File: src/rtl/fifo_rd_stream_nox_if.sv
// Narrow valid/ready beat stream leaving fifo_rd_stream_nox.
//   valid  : beat valid (driven by master)
//   ready  : sink ready (driven by slave)
//   data   : beat data, OUT_WIDTH bits (driven by master)
//   last   : final beat of a FIFO entry, qualified by valid (driven by master)
interface fifo_rd_stream_nox_if #(
  parameter int OUT_WIDTH = 8
);
  logic                 valid;
  logic                 ready;
  logic [OUT_WIDTH-1:0] data;
  logic                 last;

  modport master (output valid, output data, output last, input ready);
  modport slave  (input valid, input data, input last, output ready);
endinterface

File: src/rtl/fifo_rd_stream_nox.sv
// fifo_rd_stream_nox
// Drains the read side of a show-ahead FIFO and sends each IN_WIDTH entry as
// BEATS = IN_WIDTH/OUT_WIDTH narrow beats on a valid/ready stream.
// Ports:
//   clk          : clock, rising edge
//   rst          : synchronous reset, active-low
//   clear_i      : synchronous flush of the entry currently being sent
//   fifo_empty_i : FIFO empty flag
//   fifo_data_i  : FIFO head entry (combinational, valid when not empty)
//   fifo_read_o  : FIFO pop strobe (combinational)
//   strm         : beat stream (valid/ready/data/last), master side
module fifo_rd_stream_nox #(
  parameter int IN_WIDTH  = 32,
  parameter int OUT_WIDTH = 8,
  parameter bit MSB_FIRST = 1'b0
) (
  input  logic                    clk,
  input  logic                    rst,
  input  logic                    clear_i,
  input  logic                    fifo_empty_i,
  input  logic [IN_WIDTH-1:0]     fifo_data_i,
  output logic                    fifo_read_o,
  fifo_rd_stream_nox_if.master    strm
);

  localparam int BEATS = IN_WIDTH / OUT_WIDTH;
  localparam int CNT_W = (BEATS > 1) ? $clog2(BEATS) : 1;
  localparam logic [CNT_W-1:0] LAST_BEAT = CNT_W'(BEATS - 1);

`ifndef NO_ASSERTIONS
  if (IN_WIDTH % OUT_WIDTH != 0) begin : g_bad_ratio
    $error("fifo_rd_stream_nox: IN_WIDTH must be a multiple of OUT_WIDTH");
  end
  if (BEATS < 2) begin : g_bad_beats
    $error("fifo_rd_stream_nox: IN_WIDTH/OUT_WIDTH must be at least 2");
  end
`endif

  typedef enum logic {
    IDLE = 1'b0,
    SEND = 1'b1
  } state_e;

  state_e              state_q, state_d;
  logic [CNT_W-1:0]    beat_cnt_q, beat_cnt_d;
  logic [IN_WIDTH-1:0] shift_q, shift_d;

  logic in_send;
  logic is_last;
  logic handshake;

  assign in_send   = (state_q == SEND);
  assign is_last   = in_send && (beat_cnt_q == LAST_BEAT);
  assign handshake = in_send && strm.ready;

  // The entry is shifted after each accepted beat so the current beat always
  // sits at a fixed end of the register; this is equivalent to selecting
  // slice[beat_cnt] without a wide mux.
  assign strm.valid = in_send;
  assign strm.last  = is_last;
  always_comb begin
    strm.data = '0;
    if (in_send) begin
      if (MSB_FIRST) begin
        strm.data = shift_q[IN_WIDTH-1 -: OUT_WIDTH];
      end else begin
        strm.data = shift_q[OUT_WIDTH-1:0];
      end
    end
  end

  // Next-state logic. Pops happen only when the FIFO reports data, never
  // under reset or clear, and a last-beat handshake reloads directly so
  // back-to-back entries stream without a bubble.
  always_comb begin
    state_d     = state_q;
    beat_cnt_d  = beat_cnt_q;
    shift_d     = shift_q;
    fifo_read_o = 1'b0;
    if (!rst) begin
      fifo_read_o = 1'b0;
    end else if (clear_i) begin
      state_d    = IDLE;
      beat_cnt_d = '0;
      shift_d    = '0;
    end else begin
      case (state_q)
        IDLE: begin
          if (!fifo_empty_i) begin
            fifo_read_o = 1'b1;
            shift_d     = fifo_data_i;
            beat_cnt_d  = '0;
            state_d     = SEND;
          end
        end
        SEND: begin
          if (handshake) begin
            if (!is_last) begin
              beat_cnt_d = beat_cnt_q + CNT_W'(1);
              if (MSB_FIRST) begin
                shift_d = shift_q << OUT_WIDTH;
              end else begin
                shift_d = shift_q >> OUT_WIDTH;
              end
            end else if (!fifo_empty_i) begin
              fifo_read_o = 1'b1;
              shift_d     = fifo_data_i;
              beat_cnt_d  = '0;
            end else begin
              state_d    = IDLE;
              beat_cnt_d = '0;
              shift_d    = '0;
            end
          end
        end
        default: begin
          state_d    = IDLE;
          beat_cnt_d = '0;
          shift_d    = '0;
        end
      endcase
    end
  end

  // State registers with synchronous active-low reset.
  always_ff @(posedge clk) begin
    if (!rst) begin
      state_q    <= IDLE;
      beat_cnt_q <= '0;
      shift_q    <= '0;
    end else begin
      state_q    <= state_d;
      beat_cnt_q <= beat_cnt_d;
      shift_q    <= shift_d;
    end
  end

endmodule

File: src/flat_wrapper.sv
// flat-port wrapper written by rule: the top's interface ports become plain ports
module fifo_rd_stream_nox_flat 
#(
  parameter int IN_WIDTH  = 32,
  parameter int OUT_WIDTH = 8,
  parameter bit MSB_FIRST = 1'b0
)
  (clk, rst, clear_i, fifo_empty_i, fifo_data_i, fifo_read_o, strm_valid, strm_data, strm_last, strm_ready);
  fifo_rd_stream_nox_if #(.OUT_WIDTH(OUT_WIDTH)) strm_i ();
  input  logic clk;
  input  logic rst;
  input  logic clear_i;
  input  logic fifo_empty_i;
  input  logic [IN_WIDTH-1:0] fifo_data_i;
  output logic fifo_read_o;
  output wire logic [$bits(strm_i.valid)-1:0] strm_valid;
  output wire logic [$bits(strm_i.data)-1:0] strm_data;
  output wire logic [$bits(strm_i.last)-1:0] strm_last;
  input wire logic [$bits(strm_i.ready)-1:0] strm_ready;
  assign strm_valid = strm_i.valid;
  assign strm_data = strm_i.data;
  assign strm_last = strm_i.last;
  assign strm_i.ready = strm_ready;
  fifo_rd_stream_nox #(.IN_WIDTH(IN_WIDTH), .OUT_WIDTH(OUT_WIDTH), .MSB_FIRST(MSB_FIRST)) u_core (.clk(clk), .rst(rst), .clear_i(clear_i), .fifo_empty_i(fifo_empty_i), .fifo_data_i(fifo_data_i), .fifo_read_o(fifo_read_o), .strm(strm_i));
endmodule
File: config.mk
export PLATFORM = sky130hd
export DESIGN_NAME = fifo_rd_stream_nox_flat
export DESIGN_NICKNAME = d
export VERILOG_FILES = /design/src/rtl/fifo_rd_stream_nox_if.sv /design/src/rtl/fifo_rd_stream_nox.sv /design/src/flat_wrapper.sv
export SDC_FILE = /design/constraint.sdc
export NUM_CORES = 1
export LEC_CHECK = 0
export CORE_ASPECT_RATIO = 0.6
export CORE_MARGIN = 5
export CORE_UTILIZATION = 30
export CTS_CLUSTER_SIZE = 24
export DETAILED_ROUTE_END_ITERATION = 6
export PLACE_DENSITY_LB_ADDON = 0.1
export SETUP_SLACK_MARGIN = 0.05
export SYNTH_ARGS = -nofsm -noshare
export SYNTH_HDL_FRONTEND = slang
export SYNTH_SLANG_ARGS = --single-unit
File: constraint.sdc
create_clock -name clk -period 3.8 [get_ports clk]
set_clock_uncertainty 0.05 [all_clocks]
set_input_delay 0.76 -clock clk [delete_from_list [all_inputs] [get_ports clk]]
set_output_delay 0.76 -clock clk [all_outputs]
set_load 0.005 [all_outputs]
==> results.py <==
metrics = {
    "sta": {
        "worst_slew_pin_slew_ps": 768,
        "slew-limit-headroom": 0.488,
        "finalHoldViolations": 0,
        "unrepaired_setup_endpoints_after_global_routing": "false",
        "achievable-frequency_mhz": 311,
        "setup_ws_ps": 587,
        "final.period_utilization": 0.846,
        "finalMaxSlewViolations": 0,
        "fin_tns_setup_ps": 0,
        "final.min_clock_period_ps": 3210,
        "final-setup-viol-count": 0,
    },
    "route": {
        "detailroute.via_count": 1659,
        "ant_nets": 0,
        "drt_first_pass_iters": 4,
        "routed_via_density": 5.14,
        "wire_per_inst_um": 15.2,
        "dr.first_iter.drc_count": 86,
        "detail_route.wirelength_um": 4910,
        "drcViolationCount": 0,
    },
    "floorplanning": {
        "die_w_um": 110,
        "die_area_sq_um": 7740,
        "initial_core_util": 0.318,
        "placeableCoreArea_sq_um": 5700,
        "fp-row-count": 21,
        "num_io_pins": 48,
        "floorplan.die.height_um": 70.2,
    },
    "placement": {
        "buffer_ports.inserted": 47,
        "placed_cells": 315,
        "dp_hpwl_um": 3230,
        "post_place_setup_slack_ps": 568,
        "gpl.final_weighted_congestion": 0.735,
    },
    "cts": {
        "cts_tree": "built",
        "cts.repair_timing.setup_buffer_count": 0,
        "clkTransAtPathRegs_ps": 70,
        "tritoncts.num_buffers": 5,
        "cts_num_sinks": 35,
        "clk_root_buffer_cell": "sky130_fd_sc_hd__clkbuf_8",
        "cts_max_path_buffers": 2,
        "clk_latency_ps": 290,
        "cts_htree_levels": 2,
        "post_cts_resized": 0,
        "hold_bufs_inserted_after_cts": 0,
    },
    "synthesis": {
        "synthTopCellsByArea": "sky130_fd_sc_hd__dfxtp_1 (39%), sky130_fd_sc_hd__o2111a_1 (15%), sky130_fd_sc_hd__or3_1 (6.9%)",
        "mean_area_per_synthesized_cell_sq_um": 8.88,
        "synth_warnings": 0,
        "ys_async_sr_fraction": 0,
        "post-synth-top-count-cell": "sky130_fd_sc_hd__dfxtp_1",
        "dominantRegCellSynth": "sky130_fd_sc_hd__dfxtp_1",
        "synthesis.area_sq_um": 1810,
        "yosysSeqAreaShare": 0.387,
        "synth_edf_count": 0,
        "synth.lib_cells_used.distinct": 29,
        "yosysTopAreaCell": "sky130_fd_sc_hd__dfxtp_1",
        "synth_top_area_share": 0.387,
        "postSynthCellCount": 204,
        "ys_seq_elements": 35,
        "synth_commonest_cells": "sky130_fd_sc_hd__dfxtp_1 (35), sky130_fd_sc_hd__nor2_1 (33), sky130_fd_sc_hd__o2111a_1 (24)",
        "syn_nets": 242,
    },
    "layout": {
        "nNetsFinal": 280,
        "drive_gt1_frac": 0.0864,
        "final_cells": 323,
        "post-route-util": 0.417,
        "syn_to_layout_area_delta_pct": 31.1,
        "n_antenna_cell": 0,
    },
    "setup_path": {
        "worst-endpoint-arrival_ps": 2400,
        "critical_path_required_ps": 2990,
        "worstSetupPathType": "input port to output pin",
        "worstSetupStartpointType": "input port",
        "critPathMaxFanout": 25,
        "timing.critical_path.to_type": "output pin",
    },
    "pwr": {
        "power_leakage_nw": 0.812,
        "peakVddDrop_v": 0.000115,
        "post-layout-total-power_w": 0.000775,
        "power-per-cell-area_nw_per_um2": 326,
    },
    "grt": {
        "antenna_found_initial": 0,
        "grt_use_total": 0.131,
        "grt_start_max_net_pins": 30,
        "vias_in_the_first_global_route": 1641,
        "globalRoute.totalOverflow": 0,
        "grt_pass1_wl_um": 7940,
    },
    "run_status": {
        "status": "finished, final reports clean",
    },
    "worst_hold_path": {
        "holdCritPathClass": "flip-flop to flip-flop",
    },
    "job": {
        "number_of_violations_of_the_max_capacitance_limit": 0,
    },
}
-- metrics by stage --
stage | instance area, sq um | hold WS [ps]
6_report | 2370 | 424
5_1_grt | 2370 | 464
4_1_cts | 2370 | 425
3_5_place_dp | 2290 | 415
3_3_place_gp | 2290 | 412
2_1_floorplan | 1810 | 397
-- power breakdown --
part / switching [W] / internal [W]
sequential: 0.00000750 / 0.000383
clock: 0.000138 / 0.000129
combinational: 0.0000511 / 0.0000670
-- layout make-up --
class	instances	area, sq um
Fill cell	629	3330
Multi-Input combinational cell	147	977
Sequential cell	35	701
Timing Repair Buffer	53	515
Tap cell	80	100
Clock buffer	7	76.3
Clock inverter	1	5.00
-- registers in the layout (all words and copies together) (netlist names) --
register / cells
u_core.beat_cnt_q: 2
u_core.shift_q: 32
u_core.strm.valid: 1
-- routing by layer --
layer  track usage  part of all wire  up-vias
met5             0                 0        -
met4        0.0492             0.012        0
met3        0.0405             0.055        8
met2         0.190              0.42       36
met1         0.181              0.51      786
li1              -                 -      829
-- cells in the final DEF (no fill, tap or decap), types with 2 or more instances in the layout --
cell type	synthesis	final
sky130_fd_sc_hd__a21oi_1	2	2
sky130_fd_sc_hd__a32oi_1	8	8
sky130_fd_sc_hd__and2_1	10	10
sky130_fd_sc_hd__buf_4	3	6
sky130_fd_sc_hd__clkbuf_1	7	2
sky130_fd_sc_hd__clkbuf_8	0	5
sky130_fd_sc_hd__clkdlybuf4s50_1	0	47
sky130_fd_sc_hd__dfxtp_1	35	35
sky130_fd_sc_hd__nor2_1	33	33
sky130_fd_sc_hd__nor2b_1	9	9
sky130_fd_sc_hd__o2111a_1	24	24
sky130_fd_sc_hd__o21ai_0	23	23
sky130_fd_sc_hd__or3_1	20	20
sky130_fd_sc_hd__or3_2	4	4
-- critical path, cell delays in order --
cell	delay [ps]
sky130_fd_sc_hd__clkdlybuf4s50_1	520
sky130_fd_sc_hd__a21boi_4	530
sky130_fd_sc_hd__nor3_1	110
sky130_fd_sc_hd__clkdlybuf4s50_1	480
-- final timing paths --
path,slack (ps),endpoint,cells past startpoint,startpoint
setup / recovery,590,fifo_read_o,4,strm_ready
hold reg to reg,420,u_core.beat_cnt_q[1],2,u_core.beat_cnt_q[1]
setup reg to reg,1620,u_core.shift_q[3],5,u_core.beat_cnt_q[0]
hold / removal,420,u_core.beat_cnt_q[1],2,u_core.beat_cnt_q[1]
-- cells by family after synthesis --
kind of cell,count (synthesis),synth area share
AOI/OAI and AO/OA,61,0.279
adders and majority gates,1,0.00690
buffers and inverters,22,0.0739
DFF,35,0.387
and+or+nand+nor,85,0.253
No activity file was read; power rests on OpenSTA's default activity.
